[config.mk]
export PLATFORM = sky130hd
export DESIGN_NAME = memoria_cache_wb
export DESIGN_NICKNAME = d
export VERILOG_FILES = /design/src/rtl/memoria_pkg.sv /design/src/rtl/memoria_cache_array.sv /design/src/rtl/memoria_cache_wb.sv
export SDC_FILE = /design/constraint.sdc
export NUM_CORES = 1
export LEC_CHECK = 0
export BUFFER_PORTS_ARGS = -buffer_cell sky130_fd_sc_hd__clkbuf_2
export CAP_MARGIN = 20
export CORE_MARGIN = 2
export CORE_UTILIZATION = 58
export DETAILED_ROUTE_END_ITERATION = 6
export GPL_ROUTABILITY_DRIVEN = 0
export PLACE_DENSITY = 0.79
export RECOVER_POWER = 50
export SYNTH_ARGS = -nofsm -noshare
export SYNTH_HDL_FRONTEND = slang
export SYNTH_SLANG_ARGS = --single-unit
export TNS_END_PERCENT = 10
[constraint.sdc]
create_clock -name clock_in -period 3.35 [get_ports clock_in]
set_clock_uncertainty 0.05 [all_clocks]
set_input_delay 0.67 -clock clock_in [delete_from_list [all_inputs] [get_ports clock_in]]
set_output_delay 0.67 -clock clock_in [all_outputs]
set_load 0.1 [all_outputs]
[src/rtl/memoria_pkg.sv]
`default_nettype none
// ============================================================================
// Module   : memoria_pkg
// Purpose  : Shared types and default sizes for the write-back L1 cache
//            (memoria_cache_wb) and its line storage (cache_array).
// Revision : 1.0 - initial parametrised, handshaked release
// ============================================================================
package memoria_pkg;

    // Default sizes of the original fixed 5-bit address / 8-bit data pair
    localparam int DEF_ADDR_W = 5;
    localparam int DEF_DATA_W = 8;
    localparam int DEF_IDX_W  = 2;
    localparam int DEF_STAT_W = 16;

    // Request FSM states
    typedef enum logic [1:0] {
        IDLE      = 2'd0,
        TAG       = 2'd1,
        WRITEBACK = 2'd2,
        FILL      = 2'd3
    } state_t;

    // Cache line layout at the default sizes; modules built with other
    // parameters declare the same field order with their own widths.
    typedef struct packed {
        logic                             valid;
        logic                             dirty;
        logic [DEF_ADDR_W-DEF_IDX_W-1:0]  tag;
        logic [DEF_DATA_W-1:0]            data;
    } line_t;

endpackage
`default_nettype wire

[src/rtl/memoria_cache_array.sv]
`default_nettype none
// ============================================================================
// Module   : cache_array
// Purpose  : Direct-mapped line storage (valid, dirty, tag, data) with a
//            combinational read by index, one synchronous write port and a
//            synchronous clear of every line on reset.
// Revision : 1.0 - initial release
// ============================================================================
module cache_array
    import memoria_pkg::*;
#(
    parameter int IDX_W  = DEF_IDX_W,
    parameter int TAG_W  = DEF_ADDR_W - DEF_IDX_W,
    parameter int DATA_W = DEF_DATA_W
) (
    input  logic              clk,
    input  logic              rst,
    input  logic [IDX_W-1:0]  rd_idx,
    output logic              rd_valid,
    output logic              rd_dirty,
    output logic [TAG_W-1:0]  rd_tag,
    output logic [DATA_W-1:0] rd_data,
    input  logic              wr_en,
    input  logic [IDX_W-1:0]  wr_idx,
    input  logic              wr_valid,
    input  logic              wr_dirty,
    input  logic [TAG_W-1:0]  wr_tag,
    input  logic [DATA_W-1:0] wr_data
);

    localparam int c_lines = 1 << IDX_W;

    logic [c_lines-1:0] r_valid;
    logic [c_lines-1:0] r_dirty;
    logic [TAG_W-1:0]   r_tag  [c_lines];
    logic [DATA_W-1:0]  r_data [c_lines];

    assign rd_valid = r_valid[rd_idx];
    assign rd_dirty = r_dirty[rd_idx];
    assign rd_tag   = r_tag[rd_idx];
    assign rd_data  = r_data[rd_idx];

    // Line storage: reset drops every line (dirty contents are discarded)
    always_ff @(posedge clk) begin
        if (rst) begin
            r_valid <= '0;
            r_dirty <= '0;
            for (int i = 0; i < c_lines; i++) begin
                r_tag[i]  <= '0;
                r_data[i] <= '0;
            end
        end else if (wr_en) begin
            r_valid[wr_idx] <= wr_valid;
            r_dirty[wr_idx] <= wr_dirty;
            r_tag[wr_idx]   <= wr_tag;
            r_data[wr_idx]  <= wr_data;
        end
    end

endmodule
`default_nettype wire

[src/rtl/memoria_cache_wb.sv]
`default_nettype none
// ============================================================================
// Module   : memoria_cache_wb
// Purpose  : Direct-mapped, write-back, write-allocate L1 (one word per line)
//            with a request FSM that writes back dirty victims and fills
//            misses over a req/ack main-memory port.
// Options  : CACHE_STATS_EN - adds saturating hit/miss counters and ports.
// Revision : 1.0 - initial release
// ============================================================================
module memoria_cache_wb
    import memoria_pkg::*;
#(
    parameter int ADDR_W = DEF_ADDR_W,
    parameter int DATA_W = DEF_DATA_W,
    parameter int IDX_W  = DEF_IDX_W,
    parameter int STAT_W = DEF_STAT_W
) (
    input  logic              clock_in,
    input  logic              reset_in,
    input  logic              req_in,
    input  logic              wren_in,
    input  logic [ADDR_W-1:0] endereco_in,
    input  logic [DATA_W-1:0] data_in,
    output logic              ready_out,
    output logic              valid_out,
    output logic [DATA_W-1:0] q_out,
    output logic              hit_cache_out,
    output logic              hit_memPrin_out,
    output logic              mem_req_out,
    output logic              mem_wren_out,
    output logic [ADDR_W-1:0] mem_addr_out,
    output logic [DATA_W-1:0] mem_data_out,
    input  logic              mem_ack_in,
    input  logic [DATA_W-1:0] mem_q_in
`ifdef CACHE_STATS_EN
    ,
    output logic [STAT_W-1:0] hit_count_out,
    output logic [STAT_W-1:0] miss_count_out
`endif
);

    localparam int c_tag_w = ADDR_W - IDX_W;

    // Reject unusable parameter sets at elaboration
    if (IDX_W < 1 || IDX_W >= ADDR_W || STAT_W < 1 || DATA_W < 1) begin : g_param_check
        $error("memoria_cache_wb: illegal ADDR_W/IDX_W/DATA_W/STAT_W combination");
    end

    // Latched request and FSM state
    state_t              r_state, w_state_nxt;
    logic                r_wren,  w_wren_nxt;
    logic [ADDR_W-1:0]   r_addr,  w_addr_nxt;
    logic [DATA_W-1:0]   r_data,  w_data_nxt;

    // Registered outputs
    logic                r_ready,     w_ready_nxt;
    logic                r_valid,     w_valid_nxt;
    logic [DATA_W-1:0]   r_q,         w_q_nxt;
    logic                r_hit_cache, w_hit_cache_nxt;
    logic                r_hit_mem,   w_hit_mem_nxt;
    logic                r_mem_req,   w_mem_req_nxt;
    logic                r_mem_wren,  w_mem_wren_nxt;
    logic [ADDR_W-1:0]   r_mem_addr,  w_mem_addr_nxt;
    logic [DATA_W-1:0]   r_mem_data,  w_mem_data_nxt;

    // Line storage interface
    logic                w_rd_valid, w_rd_dirty;
    logic [c_tag_w-1:0]  w_rd_tag;
    logic [DATA_W-1:0]   w_rd_data;
    logic                w_wr_en, w_wr_valid, w_wr_dirty;
    logic [c_tag_w-1:0]  w_wr_tag;
    logic [DATA_W-1:0]   w_wr_data;

    logic [IDX_W-1:0]    w_idx;
    logic [c_tag_w-1:0]  w_tag;
    logic                w_hit;
    logic                w_ack;

    assign w_idx = r_addr[IDX_W-1:0];
    assign w_tag = r_addr[ADDR_W-1:IDX_W];
    assign w_hit = w_rd_valid && (w_rd_tag == w_tag);
    // An acknowledge only counts while a memory request is outstanding
    assign w_ack = mem_ack_in && r_mem_req;

    cache_array #(
        .IDX_W  (IDX_W),
        .TAG_W  (c_tag_w),
        .DATA_W (DATA_W)
    ) u_cache_array (
        .clk      (clock_in),
        .rst      (reset_in),
        .rd_idx   (w_idx),
        .rd_valid (w_rd_valid),
        .rd_dirty (w_rd_dirty),
        .rd_tag   (w_rd_tag),
        .rd_data  (w_rd_data),
        .wr_en    (w_wr_en),
        .wr_idx   (w_idx),
        .wr_valid (w_wr_valid),
        .wr_dirty (w_wr_dirty),
        .wr_tag   (w_wr_tag),
        .wr_data  (w_wr_data)
    );

    // Next-state, next-output and line-update logic of the request FSM
    always_comb begin
        w_state_nxt     = r_state;
        w_wren_nxt      = r_wren;
        w_addr_nxt      = r_addr;
        w_data_nxt      = r_data;
        w_valid_nxt     = 1'b0;
        w_q_nxt         = r_q;
        w_hit_cache_nxt = r_hit_cache;
        w_hit_mem_nxt   = r_hit_mem;
        w_mem_req_nxt   = r_mem_req;
        w_mem_wren_nxt  = r_mem_wren;
        w_mem_addr_nxt  = r_mem_addr;
        w_mem_data_nxt  = r_mem_data;
        // Default line write installs the latched request as a dirty line
        w_wr_en         = 1'b0;
        w_wr_valid      = 1'b1;
        w_wr_dirty      = 1'b1;
        w_wr_tag        = w_tag;
        w_wr_data       = r_data;

        case (r_state)
            IDLE: begin
                if (req_in) begin
                    w_wren_nxt  = wren_in;
                    w_addr_nxt  = endereco_in;
                    w_data_nxt  = data_in;
                    w_state_nxt = TAG;
                end
            end

            TAG: begin
                if (w_hit) begin
                    w_state_nxt     = IDLE;
                    w_valid_nxt     = 1'b1;
                    w_hit_cache_nxt = 1'b1;
                    w_hit_mem_nxt   = 1'b0;
                    if (r_wren) begin
                        w_wr_en = 1'b1;
                    end else begin
                        w_q_nxt = w_rd_data;
                    end
                end else if (w_rd_valid && w_rd_dirty) begin
                    w_state_nxt    = WRITEBACK;
                    w_mem_req_nxt  = 1'b1;
                    w_mem_wren_nxt = 1'b1;
                    w_mem_addr_nxt = {w_rd_tag, w_idx};
                    w_mem_data_nxt = w_rd_data;
                end else if (!r_wren) begin
                    w_state_nxt    = FILL;
                    w_mem_req_nxt  = 1'b1;
                    w_mem_wren_nxt = 1'b0;
                    w_mem_addr_nxt = r_addr;
                end else begin
                    // Write-allocate into a clean/empty line needs no memory
                    w_wr_en         = 1'b1;
                    w_state_nxt     = IDLE;
                    w_valid_nxt     = 1'b1;
                    w_hit_cache_nxt = 1'b0;
                    w_hit_mem_nxt   = 1'b0;
                end
            end

            WRITEBACK: begin
                if (w_ack) begin
                    if (!r_wren) begin
                        // Request stays up, retargeted as the fill read
                        w_state_nxt    = FILL;
                        w_mem_wren_nxt = 1'b0;
                        w_mem_addr_nxt = r_addr;
                    end else begin
                        w_wr_en         = 1'b1;
                        w_mem_req_nxt   = 1'b0;
                        w_mem_wren_nxt  = 1'b0;
                        w_state_nxt     = IDLE;
                        w_valid_nxt     = 1'b1;
                        w_hit_cache_nxt = 1'b0;
                        w_hit_mem_nxt   = 1'b0;
                    end
                end
            end

            FILL: begin
                if (w_ack) begin
                    w_wr_en         = 1'b1;
                    w_wr_dirty      = 1'b0;
                    w_wr_data       = mem_q_in;
                    w_q_nxt         = mem_q_in;
                    w_mem_req_nxt   = 1'b0;
                    w_state_nxt     = IDLE;
                    w_valid_nxt     = 1'b1;
                    w_hit_cache_nxt = 1'b0;
                    w_hit_mem_nxt   = 1'b1;
                end
            end

            default: begin
                w_state_nxt = IDLE;
            end
        endcase

        w_ready_nxt = (w_state_nxt == IDLE);
    end

    // State, latched request and registered outputs
    always_ff @(posedge clock_in) begin
        if (reset_in) begin
            r_state     <= IDLE;
            r_wren      <= 1'b0;
            r_addr      <= '0;
            r_data      <= '0;
            r_ready     <= 1'b1;
            r_valid     <= 1'b0;
            r_q         <= '0;
            r_hit_cache <= 1'b0;
            r_hit_mem   <= 1'b0;
            r_mem_req   <= 1'b0;
            r_mem_wren  <= 1'b0;
            r_mem_addr  <= '0;
            r_mem_data  <= '0;
        end else begin
            r_state     <= w_state_nxt;
            r_wren      <= w_wren_nxt;
            r_addr      <= w_addr_nxt;
            r_data      <= w_data_nxt;
            r_ready     <= w_ready_nxt;
            r_valid     <= w_valid_nxt;
            r_q         <= w_q_nxt;
            r_hit_cache <= w_hit_cache_nxt;
            r_hit_mem   <= w_hit_mem_nxt;
            r_mem_req   <= w_mem_req_nxt;
            r_mem_wren  <= w_mem_wren_nxt;
            r_mem_addr  <= w_mem_addr_nxt;
            r_mem_data  <= w_mem_data_nxt;
        end
    end

    assign ready_out       = r_ready;
    assign valid_out       = r_valid;
    assign q_out           = r_q;
    assign hit_cache_out   = r_hit_cache;
    assign hit_memPrin_out = r_hit_mem;
    assign mem_req_out     = r_mem_req;
    assign mem_wren_out    = r_mem_wren;
    assign mem_addr_out    = r_mem_addr;
    assign mem_data_out    = r_mem_data;

`ifdef CACHE_STATS_EN
    logic [STAT_W-1:0] r_hit_cnt, r_miss_cnt;

    // One saturating counter step per response, chosen by its hit flag
    always_ff @(posedge clock_in) begin
        if (reset_in) begin
            r_hit_cnt  <= '0;
            r_miss_cnt <= '0;
        end else if (w_valid_nxt) begin
            if (w_hit_cache_nxt) begin
                if (r_hit_cnt != '1) r_hit_cnt <= r_hit_cnt + STAT_W'(1);
            end else begin
                if (r_miss_cnt != '1) r_miss_cnt <= r_miss_cnt + STAT_W'(1);
            end
        end
    end

    assign hit_count_out  = r_hit_cnt;
    assign miss_count_out = r_miss_cnt;
`endif

endmodule
`default_nettype wire
==> flow_metrics.py, run 1 <==
metrics = {
    "route": {
        "vias_per_cell": 6.21,
        "totalWireLength_mm": 10.7,
        "drc_errors": 0,
        "drtIter0Drc": 271,
        "dr.pass1.iters": 5,
        "ant_nets": 0,
        "vias": 3401,
        "routedWlPerCell_um": 19.6,
    },
    "cts": {
        "clockBufferDepth": 2,
        "postCtsSetupRepairBufs": 0,
        "cts_htree_levels": 3,
        "clkTransAtPathRegs_ns": 0.09,
        "clock_latency_ns": 0.38,
        "cts_resized": 0,
        "cts_tree": "done",
        "cts-root-buf": "clkbuf_8",
        "cts.sink_count": 97,
        "cts_buffers": 9,
        "postCtsHoldBufs": 0,
    },
    "synth": {
        "yosysMostFrequentCell": "dfxtp_1",
        "syn-num-nets": 429,
        "synthXorXnorAreaFrac_pct": 1.80,
        "synth-adder-area-share_pct": 0,
        "synth_top_family_by_area": "simple AND/OR/NAND/NOR gates",
        "syn_inst": 403,
        "synth_edf_count": 44,
        "synth_area_per_cell_um2": 11.4,
        "yosysSeqAreaShare_pct": 52.0,
        "yosysTopAreaCellShare_pct": 28.8,
        "synth-compound-area-share_pct": 14.3,
        "synth_mux_area_share_pct": 10.4,
        "yosysTopAreaCell": "edfxtp_1",
        "synth_top_flop_cell": "dfxtp_1",
        "synth_top_cells_by_count": "dfxtp_1 (53), edfxtp_1 (44), nand2_1 (43), a21oi_1 (29), and3_1 (26)",
        "synth-simple-area-share_pct": 16.2,
        "yosys_warnings": 0,
        "ys_async_sr_fraction_pct": 0,
        "synth_area_leaders": "edfxtp_1 (29%), dfxtp_1 (23%), mux4_1 (5.2%)",
        "ys_ff_latch": 97,
        "synth_cell_type_count": 53,
        "syn-cell-area_um2": 4580,
    },
    "placed_design": {
        "place_area_um2": 4840,
        "port_buffers": 52,
        "dp.cells": 532,
        "dp_hpwl_mm": 7.53,
    },
    "grt": {
        "track_usage_pct": 26.5,
        "grt_max_degree": 38,
        "antenna_found_initial": 0,
        "grt_first_pass_wirelength_mm": 17.0,
        "gr-total-overflow": 0,
        "grt_pass1_vias": 3141,
    },
    "pwr": {
        "powerDensity_nw_per_um2": 507,
        "leakage_uw": 0.00189,
        "peakVddDrop_uv": 253,
        "power_uw": 2510,
    },
    "timing": {
        "fin_crit_ns": 2.80,
        "hold_viol": 0,
        "period_share_pct": 83.5,
        "setup_viol": 0,
        "fin_setup_tns_ns": 0,
        "fmax_mhz": 357,
        "slew_headroom_pct": 20.9,
        "drv_slew": 0,
        "worst_pin_slew_ns": 1.19,
        "rsz0062_at_grt": "no",
    },
    "status": {
        "status": "complete, no violations",
    },
    "floorplan": {
        "die-height_um": 92.9,
        "dieArea_um2": 8630,
        "core_um2": 7690,
        "io_pins": 53,
        "die_x_um": 92.9,
        "initial_core_util_pct": 59.6,
        "rows": 32,
    },
    "finish": {
        "fin_cells": 548,
        "layout-drive-gt1-share_pct": 16.8,
        "fin_nets": 467,
        "fillerInstances": 636,
        "seq_area_um2": 2380,
        "num_antenna_cells": 0,
        "area_delta_synth_final_pct": 7.94,
        "fin_util_pct": 64.4,
        "finalInstanceArea_um2": 4950,
        "multiInputGateArea_um2": 1910,
    },
    "critical_path": {
        "crit_path_start_kind": "flip-flop",
        "cp.arrival_ns": 2.99,
        "end_kind": "flip-flop",
        "cp_data_required_time_ns": 3.54,
        "cp_max_fo": 14,
        "crit_type": "flip-flop to flip-flop",
    },
    "run": {
        "max-cap-violations": 0,
    },
    "hold_path": {
        "holdCritPathClass": "flip-flop to flip-flop",
    },
}
## flip-flops by register name, indices dropped and copies added, names as in the netlist, named ones only
register / flops
ready_out: 1
u_cache_array.r_tag: 12
r_addr: 5
r_wren: 1
mem_data_out: 8
hit_memPrin_out: 1
u_cache_array.r_data: 32
u_cache_array.r_dirty: 4
valid_out: 1
q_out: 8
r_data: 8
u_cache_array.r_valid: 4
mem_req_out: 1
mem_wren_out: 1
hit_cache_out: 1
r_state: 2
mem_addr_out: 5
## layout by cell type (no fill, tap or decap), types with 5 or more instances in the layout
cell	instances
a21oi_1	30
a221oi_1	8
a311oi_1	9
and2_0	6
and2_1	18
and3_1	26
and3_2	6
buf_4	7
clkbuf_1	30
clkbuf_2	26
clkbuf_8	9
dfxtp_1	53
edfxtp_1	44
inv_1	15
mux2_2	9
mux2i_1	5
mux4_1	9
nand2_1	43
nand3_1	14
nor2_1	14
o21ai_0	14
## layout make-up
type                    instances  area share (%)
flip-flops and latches         97            48.2
well taps                     102            2.58
inverters                      15            1.14
clock buffers                  12            2.73
multi-input cells             258            38.5
repair buffers                 60            5.74
clock inverters                 4            1.11
## logic make-up (layout without fill, tap and decap cells)
| group | count (synthesis) | count (layout) |
|---|---|---|
| AO/OA/AOI/OAI | 88 | 88 |
| XOR/XNOR | 3 | 3 |
| buffers and inverters | 48 | 91 |
| flip-flops | 97 | 97 |
| multiplexers | 27 | 27 |
| AND/OR/NAND/NOR | 140 | 140 |
## critical path: stages (launching register included)
cell and delay, ns:
dfxtp_1 0.49, mux4_2 0.63, nand2_1 0.09, buf_4 0.19
a31oi_1 0.22, a21oi_1 0.75, and2_1 0.24
## layer usage
layer	GRT usage (%)	wire length [um]	vias up
li1	-	-	1564
met1	38.5	4760	1657
met2	40.3	4940	164
met3	4.96	836	16
met4	9.07	170	0
met5	0	0	-
## final timing paths
kind / startpoint / endpoint / slack, ns / cells past startpoint
max: r_addr[0]$_SDFFE_PP0P_ / u_cache_array.r_tag[0][1]$_SDFFCE_PN0P_ / 0.55 / 6
min: r_data[5]$_SDFFE_PP0P_ / r_data[5]$_SDFFE_PP0P_ / 0.41 / 2
max reg2reg: r_addr[0]$_SDFFE_PP0P_ / u_cache_array.r_tag[0][1]$_SDFFCE_PN0P_ / 0.55 / 6
min reg2reg: r_data[5]$_SDFFE_PP0P_ / r_data[5]$_SDFFE_PP0P_ / 0.41 / 2
## power breakdown
part / internal, uW / switching (uW)
combinational: 126 / 271
sequential: 1290 / 60.2
clock: 351 / 414
## per-stage QoR
step | hold WS, ns | setup WS, ns
6_report | 0.408 | 0.552
5_1_grt | 0.431 | 0.361
4_1_cts | 0.408 | 0.590
3_5_place_dp | 0.391 | 0.608
3_3_place_gp | 0.389 | 0.719
2_1_floorplan | 0.371 | 0.856
Power figures use the tool's default switching activity.
==> run 2, diff against run 1 <==
--- a/config.mk
+++ b/config.mk
@@ -8,10 +8,10 @@
 export BUFFER_PORTS_ARGS = -buffer_cell sky130_fd_sc_hd__clkbuf_2
 export CAP_MARGIN = 20
 export CORE_MARGIN = 2
-export CORE_UTILIZATION = 58
+export CORE_UTILIZATION = 52
 export DETAILED_ROUTE_END_ITERATION = 6
 export GPL_ROUTABILITY_DRIVEN = 0
-export PLACE_DENSITY = 0.79
+export PLACE_DENSITY = 0.75
 export RECOVER_POWER = 50
 export SYNTH_ARGS = -nofsm -noshare
 export SYNTH_HDL_FRONTEND = slang
==> constraint.sdc (replaced) <==
create_clock -name clock_in -period 2.4 [get_ports clock_in]
set_clock_uncertainty 0.05 [all_clocks]
set_input_delay 0.48 -clock clock_in [delete_from_list [all_inputs] [get_ports clock_in]]
set_output_delay 0.48 -clock clock_in [all_outputs]
set_load 0.1 [all_outputs]
==> run 2 against run 1 <==
Sequential power up 38%. Flip-flop and latch count unchanged. Worst hold slack worse by 0.13 ns. Critical path depth up 2. Register-to-register slack worse by 0.49 ns. Global-route usage down 3.6 points. Routed wire length up 6.1%. Critical endpoint is now u_cache_array.r_tag[2][1]$_SDFFCE_PN0P_. Largest cell class unchanged.
==> flow_metrics.py, run 2 (synthesis results as in run 1) <==
metrics = {
    "route": {
        "routedWlPerCell_um": 19.6,
        "vias": 3469,
        "dr.pass1.iters": 5,
        "vias_per_cell": 5.97,
        "drtIter0Drc": 287,
        "ant_nets": 0,
        "totalWireLength_mm": 11.4,
        "drc_errors": 0,
    },
    "critical_path": {
        "slowest_delay_ns": 0.59,
        "r2r_cells": 8,
        "cp.arrival_ns": 2.52,
        "crit_path_start_kind": "flip-flop",
        "end_kind": "flip-flop",
        "path_cells": "mux4_2 > xnor2_4 > nand4_4 > buf_6 > a21oi_4 > buf_12 > clkbuf_16 > and3_2",
        "slowest_stage": "mux4_2",
        "worst_r2r_endpoint": "u_cache_array.r_tag[2][1]$_SDFFCE_PN0P_",
        "crit_type": "flip-flop to flip-flop",
        "cp_max_fo": 9,
        "ff2ff_setup_slack_ns": 0.06,
        "cp_data_required_time_ns": 2.59,
    },
    "status": {
        "status": "complete, no violations",
    },
    "cts": {
        "clockBufferDepth": 2,
        "cts-root-buf": "clkbuf_8",
        "cts_htree_levels": 3,
        "postCtsHoldBufs": 0,
        "cts_buffers": 9,
        "clkTransAtPathRegs_ns": 0.09,
        "cts.sink_count": 97,
        "cts_tree": "done",
        "clock_latency_ns": 0.36,
    },
    "hold_path": {
        "holdPathStages": 3,
        "holdCritPathClass": "input pin to flip-flop",
        "whs_endpoint": "r_addr[3]$_SDFFE_PP0P_",
        "hp-start": "endereco_in[3]",
    },
    "grt": {
        "grt_max_degree": 38,
        "gr-total-overflow": 0,
        "track_usage_pct": 22.9,
        "grt_first_pass_wirelength_mm": 17.0,
        "antenna_found_initial": 0,
        "grt_pass1_vias": 3205,
    },
    "finish": {
        "fin_nets": 494,
        "mostFrequentLayoutCell": "dfxtp_1",
        "mostFrequentLayoutCells": "dfxtp_1 (50), edfxtp_1 (44), nand2_1 (42)",
        "largest_register_ffs": 32,
        "fillerInstances": 730,
        "layout-drive-gt1-share_pct": 24.5,
        "top_register": "u_cache_array.r_data",
        "num_antenna_cells": 0,
        "fin_util_pct": 62.0,
        "fin_cells": 581,
        "area_delta_synth_final_pct": 16.8,
        "largestRegisters": "u_cache_array.r_data x32, u_cache_array.r_tag x12",
    },
    "timing": {
        "period_share_pct": 97.3,
        "setup_viol": 0,
        "fmax_mhz": 428,
        "hold_viol": 0,
        "drv_slew": 0,
        "slew_headroom_pct": 22.1,
        "whs_ns": 0.281,
        "worst_pin_slew_ns": 1.17,
        "fin_crit_ns": 2.34,
    },
    "pwr": {
        "peakVddDrop_uv": 361,
        "power_uw": 3650,
        "leakage_uw": 0.00208,
        "p_sw_uw": 1050,
        "p_int_uw": 2610,
        "clock_power_share_pct": 30.6,
        "switching_share_pct": 28.7,
        "seqPwrFrac_pct": 50.9,
        "p_comb_share_pct": 18.5,
        "powerDensity_nw_per_um2": 683,
    },
    "floorplan": {
        "rows": 34,
        "io_pins": 53,
        "core_um2": 8640,
        "dieArea_um2": 9580,
        "initial_core_util_pct": 53.1,
        "die-height_um": 97.9,
        "die_x_um": 97.9,
    },
    "placed_design": {
        "dp_hpwl_mm": 7.81,
        "dp.cells": 560,
        "port_buffers": 52,
    },
    "run": {
        "max-cap-violations": 0,
    },
}
[run 2: area by class of cell]
class / instances / area [um^2] / share of cell area (%)
Clock buffer: 13 / 169 / 3.15
Multi-Input combinational cell: 258 / 1970 / 36.8
Tap cell: 108 / 135 / 2.52
Sequential cell: 97 / 2390 / 44.6
Clock inverter: 3 / 46.3 / 0.865
Inverter: 15 / 56.3 / 1.05
Timing Repair Buffer: 87 / 591 / 11.0
[run 2: worst max-delay path by stage]
| stage | startpoint | end | cells past startpoint |
|---|---|---|---|
| 2_1_floorplan | flip-flop | u_cache_array.r_data[0][0]$_SDFFCE_PN0P_ | 7 |
| 4_1_cts | flip-flop | u_cache_array.r_data[1][7]$_SDFFCE_PN0P_ | 8 |
| 6_report | flip-flop | u_cache_array.r_tag[2][1]$_SDFFCE_PN0P_ | 8 |
| 3_5_place_dp | flip-flop | u_cache_array.r_data[0][3]$_SDFFCE_PN0P_ | 7 |
| 5_1_grt | flip-flop | q_out[6]$_SDFFE_PP0P_ | 5 |
| 3_3_place_gp | flip-flop | u_cache_array.r_data[2][3]$_SDFFCE_PN0P_ | 7 |
[run 2: power by group through the flow]
stage	combinational [uW]	sequential, uW	clock [uW]
after floorplan	380	1970	0
after global placement	641	1890	0
after detailed placement	655	1900	0
after CTS	658	1860	1140
after global routing	719	1870	1210
final	674	1860	1120
[run 2: worst max-delay path, delay by kind of cell (launching register included)]
family,cells,cell delay (ns)
AO/OA/AOI/OAI,1,0.13
XOR/XNOR,1,0.29
buffers and inverters,3,0.44
flip-flops,1,0.39
multiplexers,1,0.59
AND/OR/NAND/NOR,2,0.31
[run 2: what timing repair did]
action,CTS,global route
setup endpoints to repair,36,90
endpoints found under the hold margin,0,0
pin swaps,0,4
setup buffers,0,3
gates cloned,0,3
resized for setup,2,7
[run 2: routing by layer]
metal | share of wire [%] | vias to the layer above | GRT usage [%]
li1 | - | 1620 | -
met4 | 2.0 | 0 | 9.40
met1 | 44 | 1675 | 32.1
met3 | 7.1 | 20 | 3.79
met2 | 47 | 154 | 35.6
met5 | 0 | - | 0
[run 2: through the flow]
| step | TNS, ns | instance area (um^2) | setup WS [ns] |
|---|---|---|---|
| after floorplan | 0 | 4590 | 0.0283 |
| after global placement | 0 | 5070 | 0.0894 |
| after detailed placement | 0 | 5070 | 0.0177 |
| after CTS | 0 | 5290 | 0.00458 |
| after global routing | -0.0391 | 5350 | -0.0203 |
| final | 0 | 5350 | 0.0649 |
